## src/rtl/cdb_controller.sv

```systemverilog
// Common data bus arbiter: one holding slot per FU, ld/st-priority arbitration with ALU round-robin
// and a starvation bound, registered CDB broadcast.
module cdb_controller #(
  parameter int NUM_FU     = 3,
  parameter int TAG_W      = 5,
  parameter int DATA_W     = 32,
  parameter int STARVE_MAX = 4
) (
  input  logic                       clk,
  input  logic                       rst,
  input  logic                       flush,
  input  logic [NUM_FU-1:0]          fu_valid,
  input  logic [NUM_FU*TAG_W-1:0]    fu_tag,
  input  logic [NUM_FU*DATA_W-1:0]   fu_data,
  output logic [NUM_FU-1:0]          fu_ready,
  output logic                       cdb_valid,
  output logic [TAG_W-1:0]           cdb_tag,
  output logic [DATA_W-1:0]          cdb_data,
  output logic [NUM_FU-1:0]          fu_sel
);

  localparam int NALU  = NUM_FU - 1;
  localparam int LS    = NUM_FU - 1;
  localparam int RR_W  = (NALU > 1) ? $clog2(NALU) : 1;
  localparam int CW    = RR_W + 1;
  localparam int CNT_W = $clog2(STARVE_MAX + 1);

  logic [NUM_FU-1:0] held;
  logic [NUM_FU-1:0] grant;
  logic [TAG_W-1:0]  tag_q  [NUM_FU];
  logic [DATA_W-1:0] data_q [NUM_FU];
  logic [RR_W-1:0]   rr_last;
  logic [RR_W-1:0]   alu_idx;
  logic [CW-1:0]     cand;
  // Remaining ld/st grants allowed while an ALU waits; zero means the ALU must win next.
  logic [CNT_W-1:0]  starve_left;
  logic              alu_pend;
  logic              ls_pend;
  logic              alu_found;
  logic              alu_grant;
  logic [TAG_W-1:0]  sel_tag;
  logic [DATA_W-1:0] sel_data;

  always_comb begin
    alu_pend  = |held[NUM_FU-2:0];
    ls_pend   = held[LS];
    alu_found = 1'b0;
    alu_idx   = '0;
    cand      = '0;
    for (int k = 1; k <= NALU; k++) begin
      cand = {1'b0, rr_last} + CW'(k);
      if (cand >= CW'(NALU)) cand = cand - CW'(NALU);
      if (!alu_found && held[cand]) begin
        alu_found = 1'b1;
        alu_idx   = cand[RR_W-1:0];
      end
    end

    grant     = '0;
    alu_grant = 1'b0;
    if (!flush) begin
      if (ls_pend && !(alu_pend && starve_left == '0)) begin
        grant[LS] = 1'b1;
      end else if (alu_found) begin
        grant[alu_idx] = 1'b1;
        alu_grant      = 1'b1;
      end
    end

    sel_tag  = '0;
    sel_data = '0;
    for (int i = 0; i < NUM_FU; i++) begin
      if (grant[i]) begin
        sel_tag  = tag_q[i];
        sel_data = data_q[i];
      end
    end
  end

  assign fu_ready = (rst || flush) ? '0 : (~held | grant);

  always_ff @(posedge clk or posedge rst) begin
    if (rst) begin
      held        <= '0;
      for (int i = 0; i < NUM_FU; i++) begin
        tag_q[i]  <= '0;
        data_q[i] <= '0;
      end
      rr_last     <= RR_W'(NALU - 1);
      starve_left <= CNT_W'(STARVE_MAX);
      cdb_valid   <= 1'b0;
      cdb_tag     <= '0;
      cdb_data    <= '0;
      fu_sel      <= '0;
    end else begin
      for (int i = 0; i < NUM_FU; i++) begin
        if (flush) begin
          held[i] <= 1'b0;
        end else if (fu_valid[i] && fu_ready[i]) begin
          held[i]   <= 1'b1;
          tag_q[i]  <= fu_tag[i*TAG_W +: TAG_W];
          data_q[i] <= fu_data[i*DATA_W +: DATA_W];
        end else if (grant[i]) begin
          held[i] <= 1'b0;
        end
      end

      if (|grant) begin
        cdb_valid <= 1'b1;
        cdb_tag   <= sel_tag;
        cdb_data  <= sel_data;
        fu_sel    <= grant;
      end else begin
        cdb_valid <= 1'b0;
        fu_sel    <= '0;
      end

      if (alu_grant) rr_last <= alu_idx;

      if (flush || !alu_pend || alu_grant) begin
        starve_left <= CNT_W'(STARVE_MAX);
      end else if (grant[LS] && starve_left != '0) begin
        starve_left <= starve_left - 1'b1;
      end
    end
  end

endmodule

```

## config.mk

```make
export PLATFORM = sky130hd
export DESIGN_NAME = cdb_controller
export DESIGN_NICKNAME = d
export VERILOG_FILES = /design/src/rtl/cdb_controller.sv
export SDC_FILE = /design/constraint.sdc
export NUM_CORES = 1
export LEC_CHECK = 0
export CAP_MARGIN = 0
export CORE_MARGIN = 2
export CORE_UTILIZATION = 52
export CTS_BUF_LIST = sky130_fd_sc_hd__clkbuf_8
export CTS_CLUSTER_SIZE = 25
export DETAILED_ROUTE_END_ITERATION = 6
export MAX_ROUTING_LAYER = met4
export PLACE_DENSITY = 0.83
export SETUP_SLACK_MARGIN = 0.15
export SLEW_MARGIN = 40
export SYNTH_ARGS = -nofsm -noshare
export SYNTH_HDL_FRONTEND = slang
export SYNTH_SLANG_ARGS = --single-unit
```

## constraint.sdc

```tcl
create_clock -name clk -period 5.9 [get_ports clk]
set_input_delay 1.18 -clock clk [delete_from_list [all_inputs] [get_ports clk]]
set_output_delay 1.18 -clock clk [all_outputs]
set_load 0.1 [all_outputs]
```

==> key figures <==
Worst setup path
  • Critical path class: flop to output pin
  • Reg-to-Reg Start: starve_left[0]
  • R2r worst-path depth: 6
  • Largest stage delay, worst path: 680 ps
  • Reg2Reg Setup Slack: 3230 ps
  • WP data required: 4720 ps
  • Delay-heaviest family, CP: simple AND/OR/NAND/NOR gates
  • WP buf/inv: 2
  • Setup crit end kind: output pin
  • Crit-path cells: inv_1, ha_1, nor2b_1, o21ai_0, nor3_1, buf_2
  • Worst r2r dst: data_q[55]
  • Critical path arrival: 2770 ps
  • Crit start category: flop
  • Critical path's slowest cell: nor2b_1
  • CP Max Fanout: 7
  • Critical path depth in cells: 6

Placed design
  • Detailed Place HPWL: 11.59 mm
  • Count of buffers from port buffering: 160
  • Placed cells: 815
  • Final estimated routing congestion in global placement: 0.8490

Global routing
  • GRT Total Usage: 25.20%
  • Largest net degree at the start of global routing: 63
  • Vias in the first global route: 5,230
  • Global-route wire length before repair: 26.94 mm
  • Gr ovfl total: 0
  • Initial antenna violation count: 0

Yosys
  • Syn Area/Cell: 13.69 um2
  • Seq cells post-synth: 159
  • Cell area after synthesis: 0.006939 mm2
  • Cells after synthesis: 507
  • Sequential share of the synthesized area: 57.37%
  • Syn Nets: 626
  • Syn. warnings: 0
  • Synth unique cells: 40

Cells and area
  • Fill count: 951
  • Area of the multi-input gates: 0.002551 mm2
  • Fin nets: 777
  • Most common cell after layout, fill and taps aside: dfrtp_1
  • Share of layout cells above drive strength 1: 29.49%
  • Most frequent cells in the layout: 156 x dfrtp_1, 115 x clkdlybuf4s50_1, 65 x mux2_2, 44 x buf_2, 43 x inv_1
  • Sequential cell area: 0.003985 mm2
  • Area delta synth->final: 26.76%
  • Diodes inserted: 0
  • Finished Layout Cells: 844

Min path
  • Hold Path Class: flop to flop
  • Hold EP: starve_left[0]
  • Hold Crit Depth: 1
  • Hold Startpoint: starve_left[0]

Detailed routing
  • Drt total wl: 16.98 mm
  • Vias post-DR: 4,840
  • DRT iter0 DRCs: 284
  • Antenna-violating nets left: 0
  • Via density: 5.735
  • WL per Instance: 20.11 um
  • # DRC: 0
  • Drt first pass iters: 7

STA
  • Skew final: 15.12 ps
  • Max Slew Vio Count: 0
  • RSZ-0062 raised after global routing: no
  • Min cycle time layout: 3952 ps
  • Peak Freq: 253.0 MHz
  • Final hold viol count: 0
  • Part of the cycle the worst path needs: 66.99%
  • Final setup fails: 0
  • Relative slew slack: 45.42%
  • Setup TNS: 0 ps
  • Least-Margin Pin Slew: 817.0 ps

Clock network
  • Cts bufs inserted: 17
  • Post-CTS setup buffers: 0
  • Hold buffers post-CTS: 0
  • Worst-Skew Late Latency: 450 ps
  • CTS tree: built
  • Post-CTS sizing: 0
  • Max Buffers Root-to-Sink: 2
  • H-tree levels: 4
  • Clk slew on worst S/H paths: 70 ps
  • Clock root cell: clkbuf_8
  • Clock Sinks: 159

Floorplan
  • Die W: 119.5 um
  • Row count: 42
  • Core ar.: 0.01314 mm2
  • Die ar.: 0.01429 mm2
  • # IOs: 161
  • Starting Density: 52.82%
  • Die Ht: 119.5 um

Power
  • Pwr dens: 353.5 mW/mm2
  • Leak: 0.003886 uW
  • VDD IR max: 0.1644 mV

Flow run
  • Maxcap violations: 0

Status
  • Status: completed
## synthesized netlist by cell type, drive strengths merged
master     n  share of area [%]
nand3b     1               0.11
nor3       3               0.22
mux2     111                 20
dfstp      2               0.76
and2       1              0.090
xnor2      1               0.13
dfrtp    157                 57
o221ai    37                4.7
inv       43                2.3
ha         2               0.36
nand2b     2               0.29
nor2       6               0.47
buf       23                2.9
nor2b      4               0.36
o21ba      1               0.14
o21ai     41                3.0
nand4      1              0.090
o311a      1               0.14
or3        1               0.11
o21a       2               0.22
clkbuf    18                1.1
o211ai     2               0.22
a21oi      1              0.072
a21boi     1               0.11
nand3      2               0.14
nand2      3               0.16
o2111ai    2               0.76
a32oi     37                4.7
o2bb2ai    1               0.13
## routing by layer
layer	GRT usage [%]	share of wire (%)
met4	11.32	2.8
met2	42.00	51
met3	4.753	4.8
met1	29.96	41
met5	-	0
## kinds of logic after synthesis
kind of cell / count (synthesis) / share of synthesized area [%]
flip-flops: 159 / 57.37
AO/OA/AOI/OAI: 126 / 14.08
multiplexers: 111 / 19.64
buffers and inverters: 84 / 6.383
AND/OR/NAND/NOR: 24 / 2.038
adder cells (fa/ha/maj): 2 / 0.3606
XOR/XNOR: 1 / 0.1262
## how the worst max path moves through the flow
stage / to / slack [ps] / from
after detailed placement: fu_ready[1] / 2180 / rst
after floorplan: cdb_data[0] / 410 / rst
after global placement: fu_ready[1] / 1450 / rst
after CTS: fu_ready[1] / 1920 / starve_left[0]
after global routing: fu_ready[1] / 1750 / starve_left[0]
final: fu_ready[1] / 1950 / starve_left[0]
## state kept, by name (all words and copies together) (netlist names)
register / flops
cdb_data: 32
cdb_valid: 1
data_q: 96
tag_q: 15
held: 3
rr_last: 1
starve_left: 3
fu_sel: 3
cdb_tag: 5
## power by group
| group | leakage, uW | switching (uW) | internal [uW] |
|---|---|---|---|
| clock | 0.000199 | 373 | 397 |
| combinational | 0.00175 | 612 | 302 |
| sequential | 0.00194 | 127 | 1300 |
## area by class of cell
cell class / instances / area share (%)
Clock buffer: 20 / 3.129
Clock inverter: 9 / 1.081
Inverter: 43 / 1.892
Multi-Input combinational cell: 264 / 29.00
Sequential cell: 159 / 45.31
Tap cell: 176 / 2.504
Timing Repair Buffer: 173 / 17.08
## metrics by stage
stage	power [uW]	area [um2]	util [%]	hold slack (ps)	worst slack, ps
after global routing	3242	8796	66.95	448.9	1753
after CTS	3126	8791	66.91	425.9	1919
after detailed placement	2358	8421	64.10	416.2	2178
final	3109	8796	66.95	423.7	1948
after floorplan	2112	6939	-	403.0	413.2
after global placement	2376	8577	65.29	410.5	1451
(Power assumes the default switching activity.)
